[src/rtl/ultra_pkg.sv]
// Shared constants and the conversion FSM encoding for the ultrasonic ranging filter.
// Defaults assume a 50 MHz clock: 58 us round trip per centimetre.
package ultra_pkg;

    localparam int unsigned CYC_PER_CM_DEF = 2900;
    localparam int unsigned MIN_CYC_DEF    = 5800;
    localparam int unsigned MAX_CYC_DEF    = 870000;

    localparam int unsigned CYC_W        = 20;
    localparam int unsigned SUM_W        = CYC_W + 2;
    localparam int unsigned DIST_W       = 9;
    localparam int unsigned DIST_MAX     = 511;
    localparam int unsigned WIN_DEPTH    = 4;
    localparam int unsigned REJECT_LIMIT = 3;

    typedef enum logic [1:0] {
        ST_IDLE   = 2'd0,
        ST_DIVIDE = 2'd1,
        ST_DONE   = 2'd2
    } state_t;

endpackage

[src/rtl/ult_divider.sv]
// Restoring shift-subtract divider by a constant: one quotient bit per clock,
// the first bit on the start edge, done pulses exactly CYC_W cycles after start.
module ult_divider
    import ultra_pkg::*;
#(
    parameter int unsigned DIVISOR = CYC_PER_CM_DEF
) (
    input  logic             clock,
    input  logic             reset_n,
    input  logic             start,
    input  logic [CYC_W-1:0] dividend,
    output logic             done,
    output logic [CYC_W-1:0] quotient
);

    localparam int unsigned        CNT_W = $clog2(CYC_W + 1);
    localparam logic [CYC_W:0]     DIV_V = (CYC_W + 1)'(DIVISOR);
    localparam logic [CNT_W-1:0]   LAST  = CNT_W'(CYC_W - 1);

    logic [CYC_W:0]   rem;
    logic [CYC_W-1:0] dvd;
    logic [CNT_W-1:0] cnt;
    logic             running;

    logic [CYC_W:0]   shifted;
    logic [CYC_W:0]   step_rem;
    logic             step_bit;

    // The partial remainder is always below the divisor, so dropping its MSB on shift is safe.
    always_comb begin
        shifted  = start ? {{CYC_W{1'b0}}, dividend[CYC_W-1]}
                         : {rem[CYC_W-1:0], dvd[CYC_W-1]};
        step_bit = (shifted >= DIV_V);
        step_rem = step_bit ? (shifted - DIV_V) : shifted;
    end

    always_ff @(posedge clock) begin
        if (!reset_n) begin
            rem      <= '0;
            dvd      <= '0;
            cnt      <= '0;
            running  <= 1'b0;
            done     <= 1'b0;
            quotient <= '0;
        end else begin
            done <= 1'b0;
            if (start) begin
                rem      <= step_rem;
                dvd      <= {dividend[CYC_W-2:0], 1'b0};
                quotient <= {{(CYC_W-1){1'b0}}, step_bit};
                cnt      <= CNT_W'(1);
                running  <= 1'b1;
            end else if (running) begin
                rem      <= step_rem;
                dvd      <= {dvd[CYC_W-2:0], 1'b0};
                quotient <= {quotient[CYC_W-2:0], step_bit};
                cnt      <= cnt + 1'b1;
                if (cnt == LAST) begin
                    running <= 1'b0;
                    done    <= 1'b1;
                end
            end
        end
    end

endmodule

[src/rtl/echo_distance_filter.sv]
// Range-gates raw echo counts, averages the last four good samples and converts
// the mean to centimetres; repeated bad echoes flush the averaging window.
module echo_distance_filter
    import ultra_pkg::*;
#(
    parameter int unsigned CYC_PER_CM = CYC_PER_CM_DEF,
    parameter int unsigned MIN_CYC    = MIN_CYC_DEF,
    parameter int unsigned MAX_CYC    = MAX_CYC_DEF
) (
    input  logic              clock,
    input  logic              reset_n,
    input  logic [CYC_W-1:0]  cycles_in,
    input  logic              cycles_valid,
    output logic [DIST_W-1:0] dist_cm,
    output logic              dist_valid,
    output logic              out_of_range,
    output logic              overrun,
    output logic              busy
);

    localparam int unsigned       PTR_W     = $clog2(WIN_DEPTH);
    localparam int unsigned       FILL_W    = $clog2(WIN_DEPTH + 1);
    localparam int unsigned       REJ_W     = $clog2(REJECT_LIMIT);
    localparam logic [CYC_W-1:0]  MIN_V     = CYC_W'(MIN_CYC);
    localparam logic [CYC_W-1:0]  MAX_V     = CYC_W'(MAX_CYC);
    localparam logic [CYC_W-1:0]  SAT_V     = CYC_W'(DIST_MAX);
    localparam logic [FILL_W-1:0] FILL_FULL = FILL_W'(WIN_DEPTH);
    localparam logic [FILL_W-1:0] FILL_LAST = FILL_W'(WIN_DEPTH - 1);
    localparam logic [REJ_W-1:0]  REJ_LAST  = REJ_W'(REJECT_LIMIT - 1);

    logic [CYC_W-1:0]  window [WIN_DEPTH];
    logic [PTR_W-1:0]  wr_ptr;
    logic [FILL_W-1:0] fill;
    logic [REJ_W-1:0]  rej_cnt;
    state_t            state, next_state;

    logic              in_range, accept, reject, start_div;
    logic [SUM_W-1:0]  sum;
    logic [CYC_W-1:0]  mean;
    logic              div_done;
    logic [CYC_W-1:0]  quotient;

    // Strobes arriving outside IDLE are dropped; they only raise overrun.
    assign in_range  = (cycles_in >= MIN_V) && (cycles_in <= MAX_V);
    assign accept    = cycles_valid && (state == ST_IDLE) && in_range;
    assign reject    = cycles_valid && (state == ST_IDLE) && !in_range;
    assign start_div = accept && (fill >= FILL_LAST);

    // The mean must include the sample being written this cycle, so substitute it for its slot.
    always_comb begin
        sum = '0;
        for (int i = 0; i < WIN_DEPTH; i++) begin
            sum = sum + SUM_W'((wr_ptr == PTR_W'(i)) ? cycles_in : window[i]);
        end
        mean = sum[CYC_W+1:2];
    end

    // NOTE: the window is cleared on reset because a partially refilled window never
    // reaches the divider, yet a defined power-up image keeps simulation and silicon equal.
    always_ff @(posedge clock) begin
        if (!reset_n) begin
            for (int i = 0; i < WIN_DEPTH; i++) window[i] <= '0;
            wr_ptr  <= '0;
            fill    <= '0;
            rej_cnt <= '0;
        end else if (accept) begin
            window[wr_ptr] <= cycles_in;
            wr_ptr         <= wr_ptr + 1'b1;
            rej_cnt        <= '0;
            if (fill != FILL_FULL) fill <= fill + 1'b1;
        end else if (reject) begin
            if (rej_cnt == REJ_LAST) begin
                fill    <= '0;
                wr_ptr  <= '0;
                rej_cnt <= '0;
            end else begin
                rej_cnt <= rej_cnt + 1'b1;
            end
        end
    end

    ult_divider #(
        .DIVISOR (CYC_PER_CM)
    ) u_divider (
        .clock    (clock),
        .reset_n  (reset_n),
        .start    (start_div),
        .dividend (mean),
        .done     (div_done),
        .quotient (quotient)
    );

    always_ff @(posedge clock) begin
        if (!reset_n) state <= ST_IDLE;
        else          state <= next_state;
    end

    // NOTE: every variable gets a default before the case so no path can infer a latch.
    always_comb begin
        next_state = state;
        unique case (state)
            ST_IDLE:   if (start_div) next_state = ST_DIVIDE;
            ST_DIVIDE: if (div_done)  next_state = ST_DONE;
            ST_DONE:   next_state = ST_IDLE;
            default:   next_state = ST_IDLE;
        endcase
    end

    // Outputs are registered from next-cycle values so no input reaches a pin combinationally.
    always_ff @(posedge clock) begin
        if (!reset_n) begin
            dist_cm      <= '0;
            dist_valid   <= 1'b0;
            out_of_range <= 1'b0;
            overrun      <= 1'b0;
            busy         <= 1'b0;
        end else begin
            dist_valid <= 1'b0;
            overrun    <= cycles_valid && (state != ST_IDLE);
            busy       <= (next_state != ST_IDLE);
            if (accept) out_of_range <= 1'b0;
            if (reject) out_of_range <= 1'b1;
            if (state == ST_DIVIDE && div_done) begin
                dist_cm    <= (quotient > SAT_V) ? SAT_V[DIST_W-1:0] : quotient[DIST_W-1:0];
                dist_valid <= 1'b1;
            end
        end
    end

endmodule

[config.mk]
export PLATFORM = sky130hd
export DESIGN_NAME = echo_distance_filter
export DESIGN_NICKNAME = d
export VERILOG_FILES = /design/src/rtl/ultra_pkg.sv /design/src/rtl/ult_divider.sv /design/src/rtl/echo_distance_filter.sv
export SDC_FILE = /design/constraint.sdc
export NUM_CORES = 1
export LEC_CHECK = 0
export CORE_MARGIN = 2
export CORE_UTILIZATION = 50
export CTS_BUF_LIST = sky130_fd_sc_hd__clkbuf_16
export DETAILED_ROUTE_END_ITERATION = 8
export PLACE_DENSITY = 0.67
export SETUP_SLACK_MARGIN = 0.05
export SYNTH_ARGS = -nofsm -noshare
export SYNTH_HDL_FRONTEND = slang
export SYNTH_SLANG_ARGS = --single-unit
[constraint.sdc]
create_clock -name clock -period 6.4 [get_ports clock]
set_clock_uncertainty 0.15 [all_clocks]
set_input_delay 1.28 -clock clock [delete_from_list [all_inputs] [get_ports clock]]
set_output_delay 1.28 -clock clock [all_outputs]
set_load 0.02 [all_outputs]
==> flow_summary.ini, run 1 <==
[logic_synthesis]
synth_edf_count = 80
synth_ff_type = dfxtp_1
synth_fp_nets = 1051
ys_seq_elements = 168
synth_area_mm2 = 0.009992
syn_inst = 959
ys_seq_area_share_pct = 41.67
syn_area_per_cell_um2 = 10.42
yosysWarnings = 0
async_flop_share_pct = 0
synthDistinctLibCells = 66

[die]
die_w_um = 145.4
io_pins = 36
die_area_mm2 = 0.02113
initial_utilization_pct = 51.17
die_h_um = 145.4
core_area_mm2 = 0.01953
rows = 51

[cts]
postCtsHoldBufs = 0
clock_latency_ns = 0.44
cts-resized-gates = 0
post_cts_buffers = 0
cts_root_buf = clkbuf_16
cts_buffer_depth = 2
htreeDepth = 4
path_clk_slew_ns = 0.06
cts_tree = built
numCtsBuffers = 17
clock_sinks = 168

[timing]
rsz0062_at_grt = false
final_hold_viol_count = 0
holdWs_ns = 0.3352
slew_viol_final = 0
slew-limit-headroom_pct = 24.23
clock.fmax_mhz = 186.2
tns_ns = 0
fin_crit_sh_pct = 83.90
setup_viol = 0
tightestPinTransition_ns = 1.134
fin_crit_ns = 5.370

[setup_path]
critPathKind = primary input to register
crit_arrival_ns = 5.50
critPathMaxStageDelay_ns = 0.62
path_max_fanout = 9
cp_cell_sequence = clkdlybuf4s50_1, mux2_2, fa_1, inv_1, fa_1, nand3b_1, fa_1, nor2b_1, o31ai_1, buf_4, a2111oi_1, nor3b_1, o21ai_0, xnor2_1, a21oi_1
cp_top_family = adder cells
critPathSlowestCell = a2111oi_1
worst_path_most_repeated_cell = fa_1
cp-start-kind = primary input
crit_path_end_kind = register
crit_required_ns = 6.53
crit_buf_inv = 3

[routing]
drc_errors = 0
postRouteAntennaNets = 0
via_count = 6874
drtPass1Iterations = 6
routed_wl_um = 21780
wl_per_cell_um = 17.41
drt_iter0_drc = 372
viasPerCell = 5.495

[global_routing]
antenna_found_initial = 0
grt_pass1_wl_um = 36200
grtUsageTotal_pct = 21.40
gr-total-overflow = 0
grt_max_degree = 85
grt_pass1_vias = 6847

[finish]
diodes = 0
fillers = 1725
area_growth_pct = 11.62
drive_above_1_share_pct = 13.89
final_nets = 1065
layout_commonest_cell = dfxtp_1
layout_common_cells = 87 x dfxtp_1, 83 x inv_1, 80 x edfxtp_1

[placement]
place_hpwl_um = 14540
gp_congestion = 0.8700
io_buffers = 35

[pwr]
p_leak_uw = 0.004533
ir_worst_vdd_mv = 0.2139
p_per_area_mw_per_mm2 = 300.1

[outcome]
status = complete, no violations

[worst_hold_path]
hold_path_class = register to register

[job]
cap_viol_max_count = 0
==> metal layers <==
layer / wire length, µm / global-route usage (%)
met1: 10630 / 30.26
met2: 9932 / 34.34
met3: 848 / 3.354
met4: 362 / 6.078
met5: 0 / 0
==> synth_stat cells (3+ instances only) <==
master,count,area (µm²)
clkbuf_1,39,146.4
and3_1,44,275.3
xor2_1,9,78.83
a21oi_1,41,205.2
nor2_1,70,262.8
nor3b_1,6,45.04
buf_4,4,30.03
a211oi_1,18,135.1
nand2b_1,7,43.79
nor3_1,18,90.09
and2_1,44,275.3
mux2_2,63,709.4
or2_2,4,25.02
o211ai_1,3,22.52
o211a_1,3,30.03
fa_1,40,800.8
ha_1,29,362.9
nand2_1,37,138.9
a21o_1,5,37.54
nor2b_1,6,37.54
o221a_2,10,112.6
inv_1,81,304.0
edfxtp_1,80,2402
o21ai_0,32,160.2
nand3b_1,3,22.52
mux2i_1,62,620.6
dfxtp_1,88,1762
xnor2_1,23,201.4
o21a_1,8,60.06
buf_2,14,70.07
nand3_1,10,50.05
nand4_1,6,37.54
a31oi_1,5,31.28
nor4_1,6,37.54
==> report_power, final <==
group	switching (µW)	internal (µW)	leakage, µW
Sequential	24.8	1170	0.00154
Combinational	645	473	0.00269
Clock	448	586	0.000297
Total	1120	2230	0.00453
==> worst min-delay path, stage by stage (launching register included) <==
cell and delay, ns:
dfxtp_1 0.33, nand2_1 0.06, a21oi_1 0.05
==> registers in the layout, indices dropped and copies added (netlist names), 3 cells and up <==
| name | cells |
|---|---|
| dist_cm | 9 |
| fill | 3 |
| u_divider.cnt | 5 |
| u_divider.dvd | 19 |
| u_divider.quotient | 20 |
| u_divider.rem | 20 |
| window | 80 |
==> kinds of logic after synthesis <==
kind of cell	synth area share, %
AO/OA/AOI/OAI	10.42
XOR/XNOR	2.805
adder cells (fa/ha/maj)	11.65
buffers and inverters	5.698
flip-flops	41.67
multiplexers	13.31
AND/OR/NAND/NOR	14.45
==> cell type report <==
| cell class | count | area (µm²) | area share [%] |
|---|---|---|---|
| Multi-Input combinational cell | 650 | 5259 | 47.15 |
| Sequential cell | 168 | 4168 | 37.37 |
| Timing Repair Buffer | 55 | 500.5 | 4.487 |
| Clock buffer | 19 | 475.5 | 4.263 |
| Tap cell | 265 | 331.6 | 2.973 |
| Inverter | 81 | 304.0 | 2.726 |
| Clock inverter | 13 | 115.1 | 1.032 |
==> final timing paths <==
kind	from	endpoint	slack (ns)	cells after the start
worst min-delay path	rej_cnt[1]	rej_cnt[1]	0.34	2
worst max-delay path	cycles_in[1]	u_divider.dvd[18]	1.03	15
worst min register to register	rej_cnt[1]	rej_cnt[1]	0.34	2
worst max register to register	wr_ptr[1]	u_divider.dvd[18]	1.13	16
==> through the flow <==
step	util [%]	instances	setup WS (ns)	cell area [µm²]	total power, µW
final	57.12	1251	1.030	11150	3347
after global routing	57.12	1251	0.7425	11150	3553
after CTS	57.12	1251	0.9945	11150	3362
after detailed placement	54.09	1219	0.5453	10560	2325
after global placement	54.09	1219	0.6066	10560	2322
after floorplan	-	959	1.606	9992	2064
Note: power is estimated with default switching activity, not from simulation.
==> run 2, diff against run 1 <==
==> constraint.sdc (replaced) <==
create_clock -name clock -period 5.44 [get_ports clock]
set_clock_uncertainty 0.15 [all_clocks]
set_input_delay 1.088 -clock clock [delete_from_list [all_inputs] [get_ports clock]]
set_output_delay 1.088 -clock clock [all_outputs]
set_load 0.02 [all_outputs]
==> flow_summary.ini, run 2 (synthesis results as in run 1) <==
[outcome]
status = complete, no violations

[finish]
fillers = 1711
regMostFlops = window
final_nets = 1084
diodes = 0
largestRegisters = window x80, u_divider.quotient x20, u_divider.rem x20
fin_cells = 1270
area_growth_pct = 12.87
register_area_mm2 = 0.004168
largest_reg_flops = 80
post-route-util_pct = 57.76
layout_commonest_cell = dfxtp_1
drive_above_1_share_pct = 15.72
layout_common_cells = 87 x dfxtp_1, 81 x inv_1, 80 x edfxtp_1
multiInputGateArea_mm2 = 0.005259

[cts]
postCtsHoldBufs = 0
htreeDepth = 4
clock_sinks = 168
clock_latency_ns = 0.43
post_cts_buffers = 0
cts_root_buf = clkbuf_16
path_clk_slew_ns = 0.07
cts-resized-gates = 0
numCtsBuffers = 17
cts_buffer_depth = 2
cts_tree = built

[placement]
io_buffers = 35
place_ws_ns = 0.05640
place_hpwl_um = 15210
placed_cells = 1238
gp_congestion = 0.8663

[job]
cap_viol_max_count = 0

[die]
die_h_um = 145.4
die_area_mm2 = 0.02113
initial_utilization_pct = 51.17
rows = 51
die_w_um = 145.4
io_pins = 36
core_area_mm2 = 0.01953

[setup_path]
crit_path_end_kind = register
timing.rr.start = wr_ptr[1]
setup.worst_path.start = cycles_in[1]
worst_path_most_repeated_cell = fa_1
cp_cell_sequence = clkdlybuf4s50_1, mux2_2, fa_1, inv_1, fa_1, nand3b_1, fa_1, nor2b_1, o31ai_1, a2111oi_1, buf_4, nor3b_1, o21ai_0, xnor2_1, a21oi_1
critPathSlowestCell = clkdlybuf4s50_1
critPathKind = primary input to register
critPathMaxStageDelay_ns = 0.56
crit_arrival_ns = 5.12
crit_required_ns = 5.57
cp-start-kind = primary input
path_max_fanout = 9

[timing]
layout_setup_ws_ns = 0.4547
final_hold_viol_count = 0
slew_viol_final = 0
clock.fmax_mhz = 200.6
setup_viol = 0
holdWs_ns = 0.3309
slew-limit-headroom_pct = 30.20
fin_crit_ns = 4.985
tns_ns = 0
tightestPinTransition_ns = 1.047
rsz0062_at_grt = false
fin_crit_sh_pct = 91.64

[global_routing]
grt_pass1_wl_um = 36700
gr-total-overflow = 0
antenna_found_initial = 0
grt_max_degree = 85
grt_pass1_vias = 6853
grtUsageTotal_pct = 21.86

[routing]
drt_iter0_drc = 536
via_count = 6995
postRouteAntennaNets = 0
drc_errors = 0
routed_wl_um = 22460
viasPerCell = 5.508
drtPass1Iterations = 5
wl_per_cell_um = 17.68

[worst_hold_path]
hold_path_class = register to register
min_from = rej_cnt[1]

[pwr]
p_per_area_mw_per_mm2 = 348.5
p_leak_uw = 0.004610
ir_worst_vdd_mv = 0.2514
-- run 2: changes by cell type in the layout (fill, tap and decap cells not counted), moves of 2 or more --
cell | previous run | this run
buf_4 | 20 | 38
inv_8 | 1 | 4
inv_1 | 83 | 81
clkbuf_16 | 19 | 17
-- run 2: path summary, 6_finish.rpt --
kind                                          end  slack (ns)  cells past startpoint
worst max register to register   u_divider.rem[0]        0.60                     16
worst min-delay path                   rej_cnt[1]        0.33                      2
worst max-delay path            u_divider.dvd[18]        0.45                     15
worst min register to register         rej_cnt[1]        0.33                      2
-- run 2: power breakdown --
part	internal (µW)	total (µW)	switching (µW)	leakage, µW
clock	605	1170	562	0.000281
combinational	578	1360	780	0.00279
sequential	1380	1410	28.7	0.00154
total	2560	3930	1370	0.00461
-- run 2: final cells by class --
type,count,area share (%)
clock buffers,17,3.772
clock inverters,15,1.198
inverters,81,2.696
multi-input cells,650,46.63
flip-flops and latches,168,36.95
well taps,265,2.940
repair buffers,74,5.813
-- run 2: worst max-delay path, delay by kind of cell --
kind                     cells  cell delay [ns]
AO/OA/AOI/OAI                4             0.85
XOR/XNOR                     1             0.16
adder cells (fa/ha/maj)      3             1.44
buffers and inverters        3             0.80
multiplexers                 1             0.35
AND/OR/NAND/NOR              3             0.43
-- run 2: routing by layer --
metal | global-route usage (%) | vias to the layer above | wire length [µm]
met3 | 3.323 | 29 | 905
met2 | 34.79 | 146 | 10370
met1 | 30.87 | 3386 | 10790
li1 | - | 3434 | -
met4 | 7.157 | 0 | 395
met5 | 0 | - | 0
-- run 2: through the flow --
stage	total power, µW	area (µm²)
after floorplan	2429	9992
after global placement	2765	10720
after detailed placement	2774	10720
after CTS	3941	11280
after global routing	4173	11280
final	3930	11280
==> run 3, diff against run 2 <==
--- a/config.mk
+++ b/config.mk
@@ -13,4 +13,5 @@
 export SETUP_SLACK_MARGIN = 0.05
 export SYNTH_ARGS = -nofsm -noshare
 export SYNTH_HDL_FRONTEND = slang
+export SYNTH_HIERARCHICAL = 1
 export SYNTH_SLANG_ARGS = --single-unit
==> flow_summary.ini, run 3 <==
[outcome]
status = complete, no violations

[setup_path]
path_max_fanout = 8
crit_required_ns = 5.60
cp-start-kind = register
cp-endpoint = u_divider/dvd[17]
cp_cell_sequence = inv_1, ha_1, buf_4, mux2_2, fa_1, inv_1, fa_1, inv_1, ha_1, a21o_1, a21o_1, a21o_1, a311o_1, a21o_1, a21oi_1, xnor2_1, a21oi_1, nor2_1
cp_num_cells = 18
worst_path_most_repeated_cell = a21o_1
timing.rr.start = wr_ptr[1]
critPathSlowestCell = fa_1
cp_top_family = adder cells
critPathMaxStageDelay_ns = 0.54
crit_buf_inv = 4
critPathKind = register to register
r2r_slack_ns = 0.36
crit_path_end_kind = register
worstReg2RegEnd = u_divider/dvd[17]
r2r.worst_path.cells = 18
setup.worst_path.start = wr_ptr[1]
crit_arrival_ns = 5.24

[pwr]
switching_share_pct = 33.93
p_comb_share_pct = 33.6
p_seq_share_pct = 35.2
clock_power_share_pct = 31.2
switching_power_uw = 1356
p_per_area_mw_per_mm2 = 342.3
p_leak_uw = 0.004695
p_int_uw = 2640
ir_worst_vdd_mv = 0.2267

[logic_synthesis]
syn_area_per_cell_um2 = 10.18
synth_area_leader_cell = edfxtp_1
ys_top_cells_by_area = edfxtp_1 24%, dfxtp_1 17%, fa_1 7.9%, mux2i_1 6.8%, mux2_2 6.0%
synth_ff_type = dfxtp_1
ys_seq_area_share_pct = 41.11
async_flop_share_pct = 0
yosysWarnings = 6
synth_edf_count = 80
synth_area_mm2 = 0.01013
synthDistinctLibCells = 74
ys_top_cells_by_count = 105 x nor2_1, 88 x dfxtp_1, 85 x inv_1, 80 x edfxtp_1, 79 x and2_1
ys_seq_elements = 168
syn_inst = 995
synth_fp_nets = 1087
yosysTopAreaCellShare_pct = 23.72
synth_most_common_cell = nor2_1

[cts]
post_cts_buffers = 0
cts_tree = built
cts_buffer_depth = 2
htreeDepth = 4
numCtsBuffers = 17
postCtsHoldBufs = 0
cts_root_buf = clkbuf_16
clock_sinks = 168
clock_latency_ns = 0.43
path_clk_slew_ns = 0.07

[routing]
drtPass1Iterations = 5
via_count = 7214
viasPerCell = 5.412
postRouteAntennaNets = 0
wl_per_cell_um = 16.56
routed_wl_um = 22080
drc_errors = 0
drt_iter0_drc = 367

[global_routing]
grt_pass1_wl_um = 36830
antenna_found_initial = 0
grtUsageTotal_pct = 21.52
gr-total-overflow = 0
grt_max_degree = 72
grt_pass1_vias = 7234

[timing]
rsz0062_at_grt = false
fin_crit_ns = 5.080
setup_viol = 0
fin_crit_sh_pct = 93.38
tightestPinTransition_ns = 0.9269
tns_ns = 0
final_hold_viol_count = 0
slew_viol_final = 0
clock.fmax_mhz = 196.9
slew-limit-headroom_pct = 38.20

[placement]
gp_congestion = 0.8281
placed_cells = 1301
place_hpwl_um = 15460
io_buffers = 35
place_area_mm2 = 0.01105

[finish]
area_growth_pct = 15.23
fin_area_mm2 = 0.01167
largestRegisters = window x80, u_divider/quotient x20, u_divider/rem x20
regMostFlops = window
layout_commonest_cell = nor2_1
final_nets = 1142
fin_cells = 1333
drive_above_1_share_pct = 16.84
fillers = 1790
post-route-util_pct = 58.25
largest_reg_flops = 80
diodes = 0
layout_common_cells = 104 x nor2_1, 87 x dfxtp_1, 85 x inv_1

[die]
io_pins = 36
core_area_mm2 = 0.02004
die_w_um = 146.3
rows = 52
die_h_um = 146.3
die_area_mm2 = 0.02141
initial_utilization_pct = 50.55

[worst_hold_path]
hold_path_class = register to register

[job]
cap_viol_max_count = 0
[run 3: cell types whose count changed after synthesis, moves of 12 or more]
cell and change:
a21oi_1 +14, and3_1 -36, and2_1 +35, a211oi_1 -12, nor2_1 +35, nor3_1 -12
[run 3: worst register-to-register path, delay by kind of cell (launching register included)]
kind                       cells  cell delay (ns)
AOI/OAI and AO/OA              7             1.45
xor gates and xnor gates       1             0.08
adders and majority gates      4             1.94
buffers and inverters          4             0.61
DFF                            1             0.35
muxes                          1             0.36
and+or+nand+nor                1             0.05
[run 3: how the worst min path moves through the flow]
stage	end	from	cells past startpoint	slack, ns
2_1_floorplan	u_divider/rem[19]	u_divider/rem[19]	2	0.29
3_5_place_dp	rej_cnt[1]	rej_cnt[1]	2	0.32
6_report	rej_cnt[1]	rej_cnt[1]	2	0.33
4_1_cts	rej_cnt[1]	rej_cnt[1]	2	0.33
3_3_place_gp	u_divider/rem[19]	u_divider/rem[19]	2	0.31
5_1_grt	u_divider/rem[19]	u_divider/rem[19]	2	0.35
[run 3: logic make-up after synthesis]
family,after synthesis,share of synthesized area (%)
mux,123,12.82
fa+ha+maj,69,11.49
flops,168,41.11
xor+xnor,32,2.767
buf+inv,142,5.497
compound gates,150,10.02
simple gates,311,16.30
[run 3: power groups by stage]
stage / Clock (µW) / Combinational, µW / Sequential, µW
final: 1250 / 1340 / 1410
after global routing: 1330 / 1510 / 1410
after global placement: 0 / 1320 / 1430
after detailed placement: 0 / 1330 / 1440
after CTS: 1270 / 1340 / 1410
after floorplan: 0 / 1000 / 1420
[run 3: area by class of cell]
class                      instances  area, µm²  share of cell area (%)
multi-input combinational        685       5433                   46.54
sequential                       168       4168                   35.71
timing repair buffer              92      790.8                   6.775
clock buffer                      19      475.5                   4.073
tap                              270      337.8                   2.894
inverter                          86      322.8                   2.766
clock inverter                    13      145.1                   1.243
[run 3: routing by layer]
metal / vias to the layer above / share of wire, % / track usage (%) / routed length (µm)
met5: - / 0 / 0 / 0
met3: 23 / 3.3 / 3.250 / 720
met1: 3534 / 46 / 27.85 / 10130
met2: 121 / 49 / 37.88 / 10920
met4: 0 / 1.4 / 5.631 / 306
li1: 3536 / - / - / -
[run 3: through the flow]
step / setup WS [ns] / power (µW) / hold WS, ns
after floorplan: 0.7318 / 2428 / 0.2894
after global placement: 0.1016 / 2752 / 0.3143
after detailed placement: 0.04763 / 2763 / 0.3175
after CTS: 0.2430 / 4024 / 0.3303
after global routing: 0.1674 / 4251 / 0.3531
final: 0.3602 / 3996 / 0.3279
[run 3: repair_timing]
item,in CTS,in global routing
resized for setup,0,1
endpoints found under the setup margin,0,3
hold endpoints to repair,0,0
